===== config.mk =====
export PLATFORM = sky130hd
export DESIGN_NAME = demod_sample_fifo
export DESIGN_NICKNAME = d
export VERILOG_FILES = /design/src/rtl/demod_sample_fifo.sv
export SDC_FILE = /design/constraint.sdc
export NUM_CORES = 2
export LEC_CHECK = 0
export CORE_MARGIN = 2
export CORE_UTILIZATION = 30
export CTS_CLUSTER_DIAMETER = 30
export DETAILED_ROUTE_END_ITERATION = 6
export PLACE_DENSITY = 0.48
export SLEW_MARGIN = 5
export SYNTH_ARGS = -nofsm -noshare
export SYNTH_HDL_FRONTEND = slang
export SYNTH_SLANG_ARGS = --single-unit

===== constraint.sdc =====
create_clock -name clk_i -period 9.88 [get_ports clk_i]
set_input_delay 1.976 -clock clk_i [delete_from_list [all_inputs] [get_ports clk_i]]
set_output_delay 1.976 -clock clk_i [all_outputs]
set_load 0.05 [all_outputs]

===== src/rtl/demod_sample_fifo.sv =====
// demod_sample_fifo: first-word-fall-through buffer for lock-in demodulator
// results. Each completion tick stamps the sample with a free-running
// sequence number so that overflow drops appear as gaps to software.
module demod_sample_fifo #(
    parameter int DEPTH = 16,
    parameter int LW    = $clog2(DEPTH) + 1
) (
    input  logic               clk_i,
    input  logic               reset_i,
    input  logic               tick_i,
    input  logic signed [23:0] x1_i,
    input  logic signed [23:0] x2_i,
    input  logic               rd_i,
    output logic signed [31:0] x1_o,
    output logic signed [31:0] x2_o,
    output logic        [31:0] seq_o,
    output logic               empty_o,
    output logic               full_o,
    output logic      [LW-1:0] level_o,
    output logic        [15:0] drop_cnt_o
);

    localparam int AW = $clog2(DEPTH);

    // Entry layout: {x1[23:0], x2[23:0], seq[31:0]}
    logic [79:0]   mem [DEPTH];
    logic [AW-1:0] wr_ptr;
    logic [AW-1:0] rd_ptr;
    logic [AW-1:0] rd_ptr_nxt;
    logic [31:0]   seq_cnt;
    logic [LW-1:0] level_nxt;
    logic [79:0]   new_entry;
    logic [79:0]   head_val;
    logic          head_load;
    logic          push_ok;
    logic          pop_ok;
    logic          drop;

    // Accept/drop decisions, next occupancy and the next head entry; a pop
    // that frees a slot in a full FIFO lets the same-cycle tick in, and the
    // freshly written sample is bypassed when it becomes the head at once.
    always_comb begin
        pop_ok     = rd_i && (level_o != '0);
        push_ok    = tick_i && ((level_o != LW'(DEPTH)) || pop_ok);
        drop       = tick_i && !push_ok;
        new_entry  = {x1_i, x2_i, seq_cnt};
        rd_ptr_nxt = rd_ptr + AW'(1);
        level_nxt  = level_o;
        head_load  = 1'b0;
        head_val   = mem[rd_ptr_nxt];
        case ({push_ok, pop_ok})
            2'b10:   level_nxt = level_o + LW'(1);
            2'b01:   level_nxt = level_o - LW'(1);
            default: level_nxt = level_o;
        endcase
        if (push_ok && (level_o == '0)) begin
            head_load = 1'b1;
            head_val  = new_entry;
        end else if (pop_ok && (level_nxt != '0)) begin
            head_load = 1'b1;
            if (push_ok && (level_o == LW'(1))) begin
                head_val = new_entry;
            end
        end
    end

    // Sample storage; deliberately not cleared by reset.
    always_ff @(posedge clk_i) begin
        if (push_ok) begin
            mem[wr_ptr] <= new_entry;
        end
    end

    // Pointers, occupancy, flags, sequence stamp and saturating drop count.
    always_ff @(posedge clk_i) begin
        if (reset_i) begin
            wr_ptr     <= '0;
            rd_ptr     <= '0;
            seq_cnt    <= '0;
            level_o    <= '0;
            empty_o    <= 1'b1;
            full_o     <= 1'b0;
            drop_cnt_o <= '0;
        end else begin
            if (tick_i) begin
                seq_cnt <= seq_cnt + 32'd1;
            end
            if (push_ok) begin
                wr_ptr <= wr_ptr + AW'(1);
            end
            if (pop_ok) begin
                rd_ptr <= rd_ptr_nxt;
            end
            if (drop && (drop_cnt_o != 16'hFFFF)) begin
                drop_cnt_o <= drop_cnt_o + 16'd1;
            end
            level_o <= level_nxt;
            empty_o <= (level_nxt == '0);
            full_o  <= (level_nxt == LW'(DEPTH));
        end
    end

    // Registered head copy; holds its last value once the FIFO drains.
    always_ff @(posedge clk_i) begin
        if (reset_i) begin
            x1_o  <= '0;
            x2_o  <= '0;
            seq_o <= '0;
        end else if (head_load) begin
            x1_o  <= {{8{head_val[79]}}, head_val[79:56]};
            x2_o  <= {{8{head_val[55]}}, head_val[55:32]};
            seq_o <= head_val[31:0];
        end
    end

endmodule


==> results.yml <==
critical_path:
  critPathCaptureType: "flop"
  start_kind: "input pin"
  crit_required_ns: 10.66
  path_class: "input pin to flop"
  crit_fanout: 38
  worstPathArrival_ns: 6.62
cts:
  worstSkewPairLatency_ns: 0.90
  clockBufferDepth: 4
  cts_tree: "done"
  clock_sinks: 1423
  postCtsSetupRepairBufs: 0
  cts-root-buf: "clkbuf_16"
  clk_pin_slew_ns: 0.05
  hold_buffers: 0
  cts_max_level: 5
  cts_resized: 0
  numCtsBuffers: 337
die:
  row_count: 157
  start_util_pct: 30.2
  die_area_um2: 188000
  die_w_um: 433
  die_h_um: 433
  coreArea_um2: 183000
  ios: 171
place:
  gp_congestion: 0.730
  hpwlAfterDp_mm: 78.0
  io_buffers: 170
power_and_ir_drop:
  p_sw_mw: 5.89
  total_power_mw: 21.9
  power_frac_seq_pct: 32.2
  leakagePower_nw: 22.8
  p_int_mw: 16.0
  power_density_nw_per_um2: 307
  p_clk_share_pct: 49.8
  ir_drop_uv: 218
  switching_share_pct: 26.9
  pwr-share-comb_pct: 18.1
cells_and_area:
  drive_above_1_share_pct: 26.9
  fin_nets: 3310
  fillers: 16664
  area_growth_pct: 28.8
synthesis:
  avgSynthCellArea_um2: 19.3
  syn_area_um2: 55300
  synth.most_common_cell: "edfxtp_1"
  netlist.area_leader.share_pct: 69.5
  synth-edff-count: 1280
  synthFlopType: "edfxtp_1"
  ys_seq_area_share_pct: 74.7
  yosysWarnings: 0
  synth-async-reset-ratio_pct: 0
  yosys.area.top_type: "edfxtp_1"
  mappedNetlistNets: 2934
  ys_seq_elements: 1423
  syn_inst: 2869
  synthTopCellsByArea: "edfxtp_1 (69%), mux4_2 (13%), dfxtp_1 (5.2%)"
  synthTopCellsByCount: "edfxtp_1 (1280), mux4_2 (320), nand2_1 (261)"
  synth.distinct_cells: 55
timing:
  max_freq_mhz: 171
  final.period_utilization_pct: 59.1
  rsz0062_at_grt: "false"
  fin_setup_tns_ns: 0
  setup_violations: 0
  relSlewSlack_pct: 21.2
  skew_ns: 0.0716
  final_max_slew_viol_count: 0
  hold_violations: 0
  tightest_slew_ns: 1.18
  period_needed_ns: 5.84
run:
  cap_viol_max_count: 0
global_routing:
  grt_pass1_wl_mm: 223
  grt_use_total_pct: 16.4
  antenna_found_initial: 7
  gr-total-overflow: 0
  grt_pass1_vias: 31794
  grt_max_degree: 133
detailed_routing:
  wl_met3_mm: 8.27
  wl_met1_mm: 64.8
  dr.first_iter.drc_count: 2429
  viasPerCell: 4.92
  num_vias: 29389
  firstDrtPassIters: 5
  ant_nets: 0
  top_layer: "met5"
  routedWlPerCell_um: 25.8
  met2WireLength_mm: 76.8
  drcViolationCount: 0
  drt-total-wl_mm: 154
status:
  status: "finished clean"
min_path:
  worstHoldPathType: "flop to flop"
==> metal layers <==
| layer | vias to the layer above | GRT usage (%) |
|---|---|---|
| met5 | - | 0 |
| met4 | 4 | 5.76 |
| met3 | 245 | 4.00 |
| met2 | 879 | 27.3 |
| met1 | 15657 | 20.9 |
| li1 | 12604 | - |
==> state kept, by name, summed over array words and instances, names as in the netlist, 4 cells and up <==
register	cells
level_o	5
drop_cnt_o	16
seq_cnt	32
rd_ptr	4
mem	1280
seq_o	32
x1_o	24
wr_ptr	4
x2_o	24
==> logic make-up (layout without fill, tap and decap cells) <==
family                   count (synthesis)  count (layout)  share of synthesized area [%]
AND/OR/NAND/NOR                        550             550                           4.73
buffers and inverters                  210             850                           1.71
multiplexers                           402             402                           14.5
other                                    0               3                              0
XOR/XNOR                                49              49                          0.776
adder cells (fa/ha/maj)                 13              13                          0.294
AO/OA/AOI/OAI                          222             222                           3.32
flip-flops                            1423            1423                           74.7
==> cell type report <==
class                   instances  area (µm²)  area share [%]
diodes                          3        7.51          0.0105
clock buffers                 403        8890            12.5
clock inverters               200        2380            3.34
inverters                      12        45.0          0.0632
multi-input cells            1236       13300            18.6
flip-flops and latches       1423       41300            58.0
well taps                    2464        3080            4.33
repair buffers                235        2260            3.17
==> power groups by stage <==
| stage | sequential (mW) | clock, mW | combinational, mW |
|---|---|---|---|
| 6_report | 7.04 | 10.9 | 3.95 |
| 5_1_grt | 7.06 | 11.4 | 4.22 |
| 4_1_cts | 7.06 | 11.1 | 4.04 |
| 3_5_place_dp | 7.16 | 0 | 4.03 |
| 3_3_place_gp | 7.16 | 0 | 4.04 |
| 2_1_floorplan | 7.53 | 0 | 2.36 |
==> critical path, stage by stage <==
cell	delay (ns)
clkdlybuf4s50_1	0.45
buf_4	0.31
o31a_1	0.44
inv_1	0.10
ha_1	0.43
inv_1	0.20
o221ai_1	0.16
a22o_1	0.26
and4b_1	0.34
o21a_4	0.67
buf_4	0.92
mux2i_1	0.27
==> worst paths after layout <==
check                        startpoint                      to  slack, ns  cells past startpoint
setup reg to reg  level_o[0]$_SDFF_PP0_  seq_o[25]$_SDFFE_PP0P_       4.32                     12
setup / recovery                 tick_i  seq_o[25]$_SDFFE_PP0P_       4.04                     12
hold reg to reg   x1_o[10]$_SDFFE_PP0P_   x1_o[10]$_SDFFE_PP0P_       0.47                      2
hold / removal    x1_o[10]$_SDFFE_PP0P_   x1_o[10]$_SDFFE_PP0P_       0.47                      2
==> placed cells by master (no fill, tap or decap), drive strengths merged, types with 71 or more instances in the layout <==
cell type / count
clkbuf: 403
clkdlybuf4s50: 169
clkinv: 102
dfxtp: 143
edfxtp: 1280
mux2i: 82
mux4: 320
nand2: 261
nand2b: 73
nor4: 71
==> metrics by stage <==
stage                     cell area (µm²)  cells  setup WS (ns)  hold WS, ns  utilization, %
after floorplan                     55300   2869          0.961        0.454               -
after global placement              60000   5370           3.14        0.468            32.8
after detailed placement            60000   5370           3.12        0.469            32.8
after CTS                           71200   5973           4.03        0.477            38.9
after global routing                71200   5974           3.82        0.501            38.9
final                               71200   5976           4.04        0.471            38.9
Power figures use the tool's default switching activity.
